==> src/rtl/hdg_pid_pkg.sv <==
// hdg_pid_pkg: shared widths, clamp bounds and the saturation helper
// used by the heading-hold PID controller.
package hdg_pid_pkg;

    localparam int HDG_W   = 12;
    localparam int ERR_W   = 10;
    localparam int DDIFF_W = 7;
    localparam int INTEG_W = 16;
    localparam int PID_W   = 14;
    localparam int SPD_W   = 12;

    localparam logic signed [15:0] ERR_MAX   = 16'sd511;
    localparam logic signed [15:0] ERR_MIN   = -16'sd512;
    localparam logic signed [15:0] DDIFF_MAX = 16'sd63;
    localparam logic signed [15:0] DDIFF_MIN = -16'sd64;

    typedef logic signed [ERR_W-1:0] err_t;

    // Clamp a 16-bit signed value into [lo, hi]; callers truncate the
    // result to the width of the bound they passed.
    function automatic logic signed [15:0] sat_signed(
        input logic signed [15:0] val,
        input logic signed [15:0] lo,
        input logic signed [15:0] hi
    );
        logic signed [15:0] res;
        if (val > hi) begin
            res = hi;
        end else if (val < lo) begin
            res = lo;
        end else begin
            res = val;
        end
        return res;
    endfunction

endpackage

==> src/rtl/hdg_pid_dq.sv <==
// hdg_pid_dq: shift queue of past errors feeding the derivative term.
// Entry 0 is the newest sample; the oldest entry is the derivative
// reference. Shifts only when push is high.
module hdg_pid_dq
    import hdg_pid_pkg::*;
#(
    parameter int DEPTH = 2
)(
    input  logic              clk,
    input  logic              rst_n,
    input  logic              push,
    input  err_t              din,
    output err_t              oldest
);

    err_t entries_q [DEPTH];
    err_t entries_d [DEPTH];

    // Next-state: shift toward the oldest slot on push, otherwise hold.
    always_comb begin
        for (int i = 0; i < DEPTH; i++) begin
            entries_d[i] = entries_q[i];
        end
        if (push) begin
            for (int i = DEPTH - 1; i > 0; i--) begin
                entries_d[i] = entries_q[i-1];
            end
            entries_d[0] = din;
        end else begin
            entries_d[0] = entries_q[0];
        end
    end

    // Queue storage, cleared on reset.
    always_ff @(posedge clk or negedge rst_n) begin
        if (!rst_n) begin
            for (int i = 0; i < DEPTH; i++) begin
                entries_q[i] <= '0;
            end
        end else begin
            for (int i = 0; i < DEPTH; i++) begin
                entries_q[i] <= entries_d[i];
            end
        end
    end

    assign oldest = entries_q[DEPTH-1];

endmodule

==> src/rtl/hdg_pid.sv <==
// hdg_pid: heading-hold PID controller. Stage 1 registers the clamped
// heading error; stage 2 forms P+I+D and registers wheel speeds.
// Optional build macro HDG_PID_ANTIWINDUP_EN: the integrator also holds
// while the previous unclamped |PID>>>3| exceeds 511.
module hdg_pid
    import hdg_pid_pkg::*;
#(
    parameter int                D_QUEUE_DEPTH = 2,
    parameter logic signed [3:0] P_COEF        = 4'sh3,
    parameter logic signed [4:0] D_COEF        = 5'sh0E
)(
    input  logic                    clk,
    input  logic                    rst_n,
    input  logic                    err_vld,
    input  logic signed [HDG_W-1:0] heading,
    input  logic signed [HDG_W-1:0] dsrd_hdg,
    input  logic                    moving,
    input  logic [9:0]              frwrd,
    output logic signed [SPD_W-1:0] lft_spd,
    output logic signed [SPD_W-1:0] rght_spd,
    output logic                    out_vld
);

    // Stage 1 state
    err_t                     err_q, err_d;
    logic                     v1_q, v1_d;
    logic signed [HDG_W:0]    err_raw_s;
    err_t                     err_sat_s;

    // Stage 2 state and intermediates
    logic signed [INTEG_W-1:0] integ_q, integ_d;
    logic signed [INTEG_W-1:0] sum_s;
    logic                      ovf_s;
    logic                      aw_hold_s;
    logic signed [PID_W-1:0]   p_s, i_s, d_s, pid_s;
    logic signed [ERR_W:0]     ddiff_raw_s;
    logic signed [DDIFF_W-1:0] ddiff_s;
    logic signed [10:0]        pid_shr_s;
    logic signed [SPD_W-1:0]   base_s;
    logic signed [SPD_W-1:0]   lft_q, lft_d, rght_q, rght_d;
    logic                      out_vld_q, out_vld_d;
    logic                      push_s;
    err_t                      prev_s;

    // Stage 1: widen, subtract and clamp the heading error.
    always_comb begin
        err_raw_s = {heading[HDG_W-1], heading} - {dsrd_hdg[HDG_W-1], dsrd_hdg};
        err_sat_s = ERR_W'(sat_signed({{3{err_raw_s[HDG_W]}}, err_raw_s}, ERR_MIN, ERR_MAX));
        v1_d      = err_vld;
        if (err_vld) begin
            err_d = err_sat_s;
        end else begin
            err_d = err_q;
        end
    end

    // Stage 1 registers.
    always_ff @(posedge clk or negedge rst_n) begin
        if (!rst_n) begin
            err_q <= '0;
            v1_q  <= 1'b0;
        end else begin
            err_q <= err_d;
            v1_q  <= v1_d;
        end
    end

    hdg_pid_dq #(
        .DEPTH (D_QUEUE_DEPTH)
    ) u_dq (
        .clk    (clk),
        .rst_n  (rst_n),
        .push   (push_s),
        .din    (err_q),
        .oldest (prev_s)
    );

`ifdef HDG_PID_ANTIWINDUP_EN
    logic signed [10:0] pid_shr_q, pid_shr_d;

    // Remember the last unclamped PID>>>3 for the windup check.
    always_comb begin
        if (v1_q && moving) begin
            pid_shr_d = pid_shr_s;
        end else begin
            pid_shr_d = pid_shr_q;
        end
        aw_hold_s = (pid_shr_q > 11'sd511) || (pid_shr_q < -11'sd511);
    end

    // Windup reference register.
    always_ff @(posedge clk or negedge rst_n) begin
        if (!rst_n) begin
            pid_shr_q <= '0;
        end else begin
            pid_shr_q <= pid_shr_d;
        end
    end
`else
    assign aw_hold_s = 1'b0;
`endif

    // Stage 2: integrator with overflow hold, P/I/D terms and speeds.
    always_comb begin
        sum_s = integ_q + $signed({{(INTEG_W-ERR_W){err_q[ERR_W-1]}}, err_q});
        ovf_s = (integ_q[INTEG_W-1] == err_q[ERR_W-1]) &&
                (sum_s[INTEG_W-1] != integ_q[INTEG_W-1]);

        if (!moving) begin
            integ_d = '0;
        end else if (v1_q && !ovf_s && !aw_hold_s) begin
            integ_d = sum_s;
        end else begin
            integ_d = integ_q;
        end

        p_s = $signed({{(PID_W-ERR_W){err_q[ERR_W-1]}}, err_q}) *
              $signed({{(PID_W-4){P_COEF[3]}}, P_COEF});
        i_s = $signed({{2{integ_d[INTEG_W-1]}}, integ_d[INTEG_W-1:4]});

        ddiff_raw_s = {err_q[ERR_W-1], err_q} - {prev_s[ERR_W-1], prev_s};
        ddiff_s     = DDIFF_W'(sat_signed({{(16-ERR_W-1){ddiff_raw_s[ERR_W]}}, ddiff_raw_s},
                                          DDIFF_MIN, DDIFF_MAX));
        d_s = $signed({{(PID_W-DDIFF_W){ddiff_s[DDIFF_W-1]}}, ddiff_s}) *
              $signed({{(PID_W-5){D_COEF[4]}}, D_COEF});

        pid_s     = p_s + i_s + d_s;
        pid_shr_s = 11'(pid_s >>> 3);
        base_s    = $signed({2'b00, frwrd});
        push_s    = v1_q && moving;
        out_vld_d = v1_q;

        if (v1_q && moving) begin
            lft_d  = base_s + $signed({pid_shr_s[10], pid_shr_s});
            rght_d = base_s - $signed({pid_shr_s[10], pid_shr_s});
        end else if (v1_q) begin
            lft_d  = '0;
            rght_d = '0;
        end else begin
            lft_d  = lft_q;
            rght_d = rght_q;
        end
    end

    // Stage 2 registers: integrator and registered outputs.
    always_ff @(posedge clk or negedge rst_n) begin
        if (!rst_n) begin
            integ_q   <= '0;
            lft_q     <= '0;
            rght_q    <= '0;
            out_vld_q <= 1'b0;
        end else begin
            integ_q   <= integ_d;
            lft_q     <= lft_d;
            rght_q    <= rght_d;
            out_vld_q <= out_vld_d;
        end
    end

    assign lft_spd  = lft_q;
    assign rght_spd = rght_q;
    assign out_vld  = out_vld_q;

endmodule
==> config.mk <==
export PLATFORM = sky130hd
export DESIGN_NAME = hdg_pid
export DESIGN_NICKNAME = d
export VERILOG_FILES = /design/src/rtl/hdg_pid_pkg.sv /design/src/rtl/hdg_pid_dq.sv /design/src/rtl/hdg_pid.sv
export SDC_FILE = /design/constraint.sdc
export NUM_CORES = 1
export LEC_CHECK = 0
export ABC_CLOCK_PERIOD_IN_PS = 8500
export CAP_MARGIN = 20
export CORE_ASPECT_RATIO = 1.75
export CORE_MARGIN = 4
export CORE_UTILIZATION = 35
export DETAILED_ROUTE_END_ITERATION = 10
export PLACE_DENSITY = 0.53
export SKIP_LAST_GASP = 1
export SYNTH_ARGS = -nofsm -noshare
export SYNTH_HDL_FRONTEND = slang
export SYNTH_SLANG_ARGS = --single-unit
==> constraint.sdc <==
create_clock -name clk -period 8.5 [get_ports clk]
set_input_delay 1.7 -clock clk [delete_from_list [all_inputs] [get_ports clk]]
set_output_delay 1.7 -clock clk [all_outputs]
set_load 0.02 [all_outputs]
==> results of run 1 <==
[repair_timing]
action / in CTS / in global routing
resized for setup: 0 / 13
endpoints found under the setup margin: 0 / 8
buffers inserted: 0 / 2
[synthesized netlist by cell type (all sizes together), types with 3 or more instances]
cell type,number
o41ai,3
a32o,5
xor2,19
a22oi,8
clkbuf,15
nand3b,4
o211ai,4
nand4,6
o32ai,4
and2,6
nand2,63
buf,5
a21boi,3
o31ai,5
a31oi,7
nand3,7
o21bai,19
a211o,3
o21ai,38
inv,112
o21a,3
dfrtp,71
and3,5
a21oi,57
o311a,3
xnor2,39
nand2b,10
ha,99
o22ai,3
a211oi,3
fa,28
a31o,6
nor2,32
a21o,26
a22o,27
nor3,5
nor2b,7
or3,4
[worst max-delay path: cells and delay by family, from the launching register on]
kind / cells / cell delay (ns)
AO/OA/AOI/OAI: 14 / 2.67
XOR/XNOR: 1 / 0.21
adder cells (fa/ha/maj): 8 / 2.90
buffers and inverters: 3 / 0.30
flip-flops: 1 / 0.43
multiplexers: 1 / 0.19
AND/OR/NAND/NOR: 5 / 1.16
[logic make-up (layout without fill, tap and decap cells)]
| group | count (synthesis) | after routing | share of synthesized area (%) |
|---|---|---|---|
| flops | 71 | 71 | 25.2 |
| simple gates | 156 | 156 | 10.6 |
| buf+inv | 132 | 205 | 7.13 |
| mux | 3 | 3 | 0.443 |
| xor+xnor | 58 | 58 | 7.20 |
| fa+ha+maj | 127 | 127 | 25.5 |
| compound gates | 238 | 238 | 23.9 |
[registers in the layout, summed over array words and instances, names as in the netlist]
signal,count
err_q,10
integ_q,16
lft_spd,12
out_vld,1
out_vld_d,1
rght_spd,11
u_dq.entries_q,10
u_dq.oldest,10
[layout make-up]
cell class                 count  area (um2)
inverter                     112         420
tap                          245         307
clock inverter                 6        46.3
fill                        1978       11500
sequential                    71        1780
clock buffer                  10         229
multi-input combinational    582        4830
timing repair buffer          77         748
[worst min-delay path by stage]
stage                                   from  slack (ns)  cells past startpoint            endpoint
after floorplan           u_dq.entries_q[10]        0.44                      2      u_dq.oldest[0]
after global placement    u_dq.entries_q[11]        0.46                      2      u_dq.oldest[1]
after detailed placement  u_dq.entries_q[15]        0.46                      2  u_dq.entries_q[15]
after CTS                 u_dq.entries_q[15]        0.48                      2  u_dq.entries_q[15]
after global routing      u_dq.entries_q[13]        0.49                      2  u_dq.entries_q[13]
final                     u_dq.entries_q[15]        0.47                      2  u_dq.entries_q[15]
[layer usage]
layer | vias to the layer above | track usage (%) | part of all wire [%]
met5 | - | 0 | 0
met4 | 0 | 6.01 | 2.4
met3 | 21 | 1.94 | 2.5
met2 | 88 | 31.6 | 57
met1 | 2716 | 16.5 | 38
li1 | 2877 | - | -
[through the flow]
stage | util, % | cells | setup slack (ns)
2_1_floorplan | - | 785 | 0.847
3_3_place_gp | 40.4 | 1085 | 0.305
3_5_place_dp | 40.4 | 1085 | 0.0655
4_1_cts | 41.8 | 1101 | 0.0524
5_1_grt | 42.2 | 1103 | 0.0000950
6_report | 42.2 | 1103 | 0.533
==> impl_metrics.tcl, run 1 <==
set metrics [dict create \
    status "complete, no violations" \
    tns_ns 0 \
    synth_area_mm2 0.00705 \
    yosys_warnings 0 \
    skew_ns 0.00979 \
    post_drt_wl_per_cell_um 15.8 \
    ant_nets 0 \
    die_w_um 115 \
    yosys-top-cells-area "dfrtp_1, ha_1, fa_1, inv_1, xnor2_1" \
    synth-seq-cells 71 \
    first_iter_violations 194 \
    syn_inst 785 \
    drv_slew 0 \
    dpl_cell_area_mm2 0.00801 \
    synth.largest_area_cell "dfrtp_1" \
    timing.rr.end "lft_spd[10]" \
    finalHoldViolCount 0 \
    vias 5702 \
    yosysUniqueCellTypes 66 \
    first_global_vias 5890 \
    worst-slew-pin-transition_ns 0.950 \
    crit_top_cell "ha_1" \
    syn_avg_cell_area_um2 8.99 \
    timing.rr.start "err_q[0]" \
    drive_gt1_share_pct 7.69 \
    crit_end "lft_spd[10]" \
    antenna_found_initial 0 \
    io_pins 63 \
    yosysTopAreaCellShare_pct 25.2 \
    overflow 0 \
    wl_um 17500 \
    post-route-cell-area_mm2 0.00836 \
    fin_crit_ns 7.97 \
    cts_root_buffer "clkbuf_16" \
    async_flop_share_pct 100 \
    slew-limit-headroom_pct 36.7 \
    cts_max_path_buffers 2 \
    dpl.hpwl_um 14300 \
    gp_congestion 0.827 \
    port_buffers 62 \
    rsz0062_at_grt "no" \
    grt_pass1_wl_um 28700 \
    drtPass1Iterations 4 \
    die_h_um 196 \
    setup_viol 0 \
    cts.hold.buffers_added 0 \
    cts.clk_slew.worst_paths_ns 0.06 \
    design.core.area_mm2 0.0198 \
    area_delta_synth_final_pct 18.5 \
    vias_per_cell 5.17 \
    clk_latency_ns 0.35 \
    cpMaxStageDelayCell "fa_1" \
    mostFrequentLayoutCells "inv_1, ha_1, dfrtp_1" \
    ys.flop_type "dfrtp_1" \
    crit_start "err_q[0]" \
    finalCritPeriodShare_pct 93.7 \
    hold_path.class "flop to flop" \
    synth_fp_nets 950 \
    ys_seq_area_share_pct 25.2 \
    rows 68 \
    cp_slowest_stage_delay_ns 0.46 \
    htree_levels 3 \
    rrSetupSlack_ns 0.53 \
    grt_use_total_pct 16.0 \
    crit_required_ns 8.73 \
    cp.arrival_ns 8.20 \
    max_cap_viol_count 0 \
    grt_max_degree 72 \
    startpoint_type "flop" \
    worstSetupPathType "flop to flop" \
    start_util_pct 35.6 \
    hold_slack_ns 0.474 \
    layout_commonest_cell "inv_1" \
    critPathMaxFanout 8 \
    max_freq_ghz 0.126 \
    nNetsFinal 1018 \
    fp.dieArea_mm2 0.0226 \
    r2r_cells 32 \
    remaining_drc_errors 0 \
    diodes 0 \
    cts_tree "done" \
    cts.sinks 71 \
    synth_edf_count 0 \
    numCtsBuffers 9 \
    end_kind "flop" \
]
Power of run 1 is left out: the tool's default activity adds up to more than one toggle a clock period on the data nets, which glitch-free logic cannot reach.
==> inputs of run 2 (changes only) <==
--- a/config.mk
+++ b/config.mk
@@ -8,8 +8,9 @@
 export ABC_CLOCK_PERIOD_IN_PS = 8500
 export CAP_MARGIN = 20
 export CORE_ASPECT_RATIO = 1.75
-export CORE_MARGIN = 4
+export CORE_MARGIN = 1
 export CORE_UTILIZATION = 35
+export CTS_BUF_LIST = sky130_fd_sc_hd__clkbuf_4
 export DETAILED_ROUTE_END_ITERATION = 10
 export PLACE_DENSITY = 0.53
 export SKIP_LAST_GASP = 1
==> run 2 against run 1 <==
The run now ends with DRC left. Clock-buffer cell count down 1. Register-to-register slack got worse by 0.05 ns. Core utilization shrank 0.48 points. Via count is 0.84% higher. Final cell count grew 0.45%. Cell area fell by 1.6%.
==> impl_metrics.tcl, run 2 (same netlist as run 1, synthesis figures left out) <==
set metrics [dict create \
    skew_ns 0.0205 \
    nNetsFinal 1023 \
    startpoint_type "flop" \
    critPathMaxFanout 8 \
    rows 68 \
    hp-start "u_dq.entries_q[13]" \
    first_iter_violations 158 \
    worst-slew-pin-transition_ns 0.928 \
    drtPass1Iterations 7 \
    layout_commonest_cell "inv_1" \
    finalCritPeriodShare_pct 94.3 \
    cts_max_path_buffers 2 \
    die_w_um 109 \
    setup_viol 0 \
    dpl.hpwl_um 13800 \
    vias_per_cell 5.19 \
    cp.arrival_ns 8.39 \
    grt_max_degree 72 \
    design.core.area_mm2 0.0197 \
    fp.dieArea_mm2 0.0207 \
    max_freq_ghz 0.125 \
    worstSetupPathType "flop to flop" \
    port_buffers 62 \
    drv_slew 0 \
    die_h_um 190 \
    numCtsBuffers 9 \
    end_kind "flop" \
    io_pins 63 \
    dpl_cell_area_mm2 0.00802 \
    remaining_drc_errors 1 \
    gp_congestion 0.820 \
    rsz0062_at_grt "no" \
    wl_um 17100 \
    crit_required_ns 8.87 \
    cts_root_buffer "clkbuf_4" \
    fin_crit_ns 8.02 \
    crit_top_cell "ha_1" \
    crit_start "err_q[0]" \
    area_delta_synth_final_pct 16.6 \
    clk_latency_ns 0.47 \
    slew-limit-headroom_pct 38.1 \
    htree_levels 3 \
    r2r_cells 32 \
    overflow 0 \
    start_util_pct 35.7 \
    finalHoldViolCount 0 \
    tns_ns 0 \
    cp_slowest_stage_delay_ns 0.47 \
    post-route-cell-area_mm2 0.00823 \
    drive_gt1_share_pct 8.00 \
    first_global_vias 5954 \
    cts.sinks 71 \
    min_path_cells 2 \
    vias 5750 \
    max_cap_viol_count 0 \
    antenna_found_initial 1 \
    timing.rr.start "err_q[0]" \
    fillers 2039 \
    ant_nets 0 \
    cpMaxStageDelayCell "fa_1" \
    hold_path.class "flop to flop" \
    status "finished, violations left" \
    grt_use_total_pct 17.7 \
    grt_pass1_wl_um 28300 \
    largest_register "integ_q" \
    post_drt_wl_per_cell_um 15.5 \
    cts.clk_slew.worst_paths_ns 0.13 \
    largest_reg_flops 16 \
    violations "DRC" \
    cts_tree "done" \
    mostFrequentLayoutCells "inv_1, ha_1, dfrtp_1" \
]
==> run 2: cell type report <==
| class | count | area, um2 | share of cell area (%) |
|---|---|---|---|
| diodes | 1 | 2.50 | 0.0304 |
| clock buffers | 9 | 67.6 | 0.821 |
| clock inverters | 6 | 62.6 | 0.760 |
| inverters | 112 | 420 | 5.11 |
| multi-input cells | 582 | 4820 | 58.6 |
| flip-flops and latches | 71 | 1780 | 21.6 |
| well taps | 245 | 307 | 3.73 |
| repair buffers | 82 | 768 | 9.34 |
==> run 2: per-stage QoR <==
stage,utilization (%),worst slack (ns),hold WS [ns],std cells
2_1_floorplan,-,0.847,0.439,785
3_3_place_gp,40.6,0.324,0.459,1088
3_5_place_dp,40.6,0.118,0.462,1088
4_1_cts,41.3,0.0993,0.491,1103
5_1_grt,41.7,0.00597,0.521,1108
6_report,41.7,0.482,0.486,1108
==> run 2: path summary, 6_finish.rpt <==
path | end | slack (ns)
max in group asynchronous | integ_q[11] | 6.53
setup / recovery | lft_spd[10] | 0.48
hold / removal | u_dq.entries_q[13] | 0.49
hold reg to reg | u_dq.entries_q[13] | 0.49
setup reg to reg | lft_spd[10] | 0.48
min in group asynchronous | u_dq.entries_q[15] | 1.37
==> run 2: worst max-delay path, delay by kind of cell (launching register included) <==
family | cells | cell delay [ns]
fa+ha+maj | 8 | 2.94
mux | 1 | 0.21
xor+xnor | 1 | 0.20
compound gates | 14 | 2.71
buf+inv | 3 | 0.28
flops | 1 | 0.45
simple gates | 5 | 1.13
==> run 2: what timing repair did <==
action,in CTS,in global routing
hold buffers,0,0
setup buffers,0,4
endpoints found under the setup margin,0,8
gates resized for setup,0,10
==> run 2: metal layers <==
layer	vias to the layer above	track usage (%)	routed length (um)
met1	2759	18.2	6710
li1	2886	-	-
met5	-	0	0
met4	0	7.85	536
met2	79	34.7	9580
met3	26	2.06	326
Power of run 2 is left out for the same reason.
==> inputs of run 3 (changes only) <==
--- a/config.mk
+++ b/config.mk
@@ -5,6 +5,7 @@
 export SDC_FILE = /design/constraint.sdc
 export NUM_CORES = 1
 export LEC_CHECK = 0
+export ABC_AREA = 1
 export ABC_CLOCK_PERIOD_IN_PS = 8500
 export CAP_MARGIN = 20
 export CORE_ASPECT_RATIO = 1.75
==> run 3 against run 2 <==
The run now ends clean. Clock-buffer cell count unchanged. Non-clock buffer count down 14. Die area up 1.2%. Maximum frequency up 5.5%. Highest routed layer unchanged. Sequential share of layout area about the same. Synthesized cell count up 15%.
==> impl_metrics.tcl, run 3 <==
set metrics [dict create \
    drtPass1Iterations 4 \
    ys_seq_area_share_pct 24.9 \
    hold_slack_ns 0.492 \
    final_core_util_pct 41.5 \
    slew-limit-headroom_pct 37.1 \
    cp.arrival_ns 7.97 \
    worst-slew-pin-transition_ns 0.944 \
    vias_per_cell 4.78 \
    top_usage_layer "met2" \
    htree_levels 3 \
    io_pins 63 \
    crit_required_ns 8.86 \
    gr-usage-met2_pct 35.3 \
    yosys_warnings 0 \
    cts.sinks 71 \
    global_route.usage.met3_pct 2.01 \
    finalCritPeriodShare_pct 89.4 \
    fin_crit_ns 7.60 \
    status "complete, no violations" \
    drv_slew 0 \
    synth.most_common_cell "nand2_1" \
    post_drt_wl_per_cell_um 13.8 \
    design.core.area_mm2 0.0198 \
    max_freq_ghz 0.132 \
    max_cap_viol_count 0 \
    rrSetupSlack_ns 0.90 \
    grt_util_met1_pct 17.0 \
    ant_nets 0 \
    mostFrequentLayoutCells "nand2_1, inv_1, ha_1" \
    first_iter_violations 184 \
    tns_ns 0 \
    dpl.hpwl_um 13700 \
    cts_tree "done" \
    cts.hold.buffers_added 0 \
    grt_pass1_wl_um 28500 \
    ys.flop_type "dfrtp_1" \
    cp_slowest_stage_delay_ns 0.46 \
    fillers 2077 \
    synth_fp_nets 1071 \
    area_delta_synth_final_pct 15.2 \
    largest_reg_flops 16 \
    async_flop_share_pct 100 \
    cpMaxStageDelayCell "dfrtp_1" \
    nNetsFinal 1138 \
    gp_congestion 0.831 \
    layout_commonest_cell "nand2_1" \
    port_buffers 62 \
    setup_viol 0 \
    die_w_um 110 \
    yosysTopAreaCellShare_pct 24.9 \
    cts_root_buffer "clkbuf_4" \
    clk_latency_ns 0.47 \
    wl_um 16900 \
    crit_top_cell "nand2_1" \
    remaining_drc_errors 0 \
    first_global_vias 6074 \
    syn_avg_cell_area_um2 7.88 \
    grt_use_total_pct 17.9 \
    post-cts-setup-buffers 0 \
    rows 68 \
    finalHoldViolCount 0 \
    ctsResizeCount 0 \
    skew_ns 0.0205 \
    largest_register "integ_q" \
    worstSetupPathType "flop to flop" \
    start_util_pct 36.0 \
    cts.clk_slew.worst_paths_ns 0.13 \
    synth_edf_count 0 \
    synth-seq-cells 71 \
    r2r_cells 43 \
    synth.largest_area_cell "dfrtp_1" \
    synth_common_cells "nand2_1, inv_1, ha_1" \
    fp.dieArea_mm2 0.0210 \
    min_path_cells 2 \
    yosys-top-cells-area "dfrtp_1, ha_1, nand2_1, inv_1, fa_1" \
    grt_max_degree 72 \
    numCtsBuffers 9 \
    end_kind "flop" \
    critPathMaxFanout 5 \
    hold_path.class "flop to flop" \
    rsz0062_at_grt "no" \
    drive_gt1_share_pct 10.3 \
    cts_max_path_buffers 2 \
    startpoint_type "flop" \
    vias 5853 \
    synth_area_mm2 0.00714 \
    die_h_um 191 \
    yosysUniqueCellTypes 48 \
    overflow 0 \
    syn_inst 906 \
    antenna_found_initial 1 \
]
## run 3: through the flow
stage	instances	cell area (um2)	worst slack, ns
5_1_grt	1224	8220	0.193
2_1_floorplan	906	7140	1.93
3_5_place_dp	1207	8050	0.779
4_1_cts	1223	8220	0.757
3_3_place_gp	1207	8050	0.875
6_report	1224	8220	0.899
## run 3: per-layer routing
layer	share of wire (%)	wire [um]
met1	37	6250
met4	5.1	864
met3	2.7	453
met2	55	9380
met5	0	0
## run 3: path summary, 6_finish.rpt
path	endpoint	start
worst max register to register	rght_spd[10]	err_q[0]
min in group asynchronous	rght_spd[3]	rst_n
worst min-delay path	u_dq.entries_q[18]	u_dq.entries_q[18]
worst min register to register	u_dq.entries_q[18]	u_dq.entries_q[18]
worst max-delay path	rght_spd[10]	err_q[0]
max in group asynchronous	u_dq.entries_q[19]	rst_n
## run 3: cells by family after synthesis
kind of cell / count (synthesis) / share of synthesized area [%]
AOI/OAI and AO/OA: 153 / 13.6
and+or+nand+nor: 323 / 20.6
xor gates and xnor gates: 48 / 5.89
DFF: 71 / 24.9
buffers and inverters: 184 / 9.87
adders and majority gates: 127 / 25.2
## run 3: layout make-up
cell class | instances | area, um2 | share of cell area (%)
inverter | 172 | 646 | 7.85
sequential | 71 | 1780 | 21.6
timing repair buffer | 68 | 663 | 8.06
antenna | 1 | 2.50 | 0.0304
tap | 245 | 307 | 3.73
clock buffer | 9 | 67.6 | 0.822
multi-input combinational | 651 | 4660 | 56.6
clock inverter | 7 | 103 | 1.25
## run 3: critical path, delay by kind of cell (launching register included)
kind | cells | cell delay [ns]
fa+ha+maj | 8 | 2.82
compound gates | 8 | 1.55
simple gates | 17 | 1.54
buf+inv | 8 | 0.73
flops | 1 | 0.46
xor+xnor | 2 | 0.41
Power of run 3 is left out for the same reason.
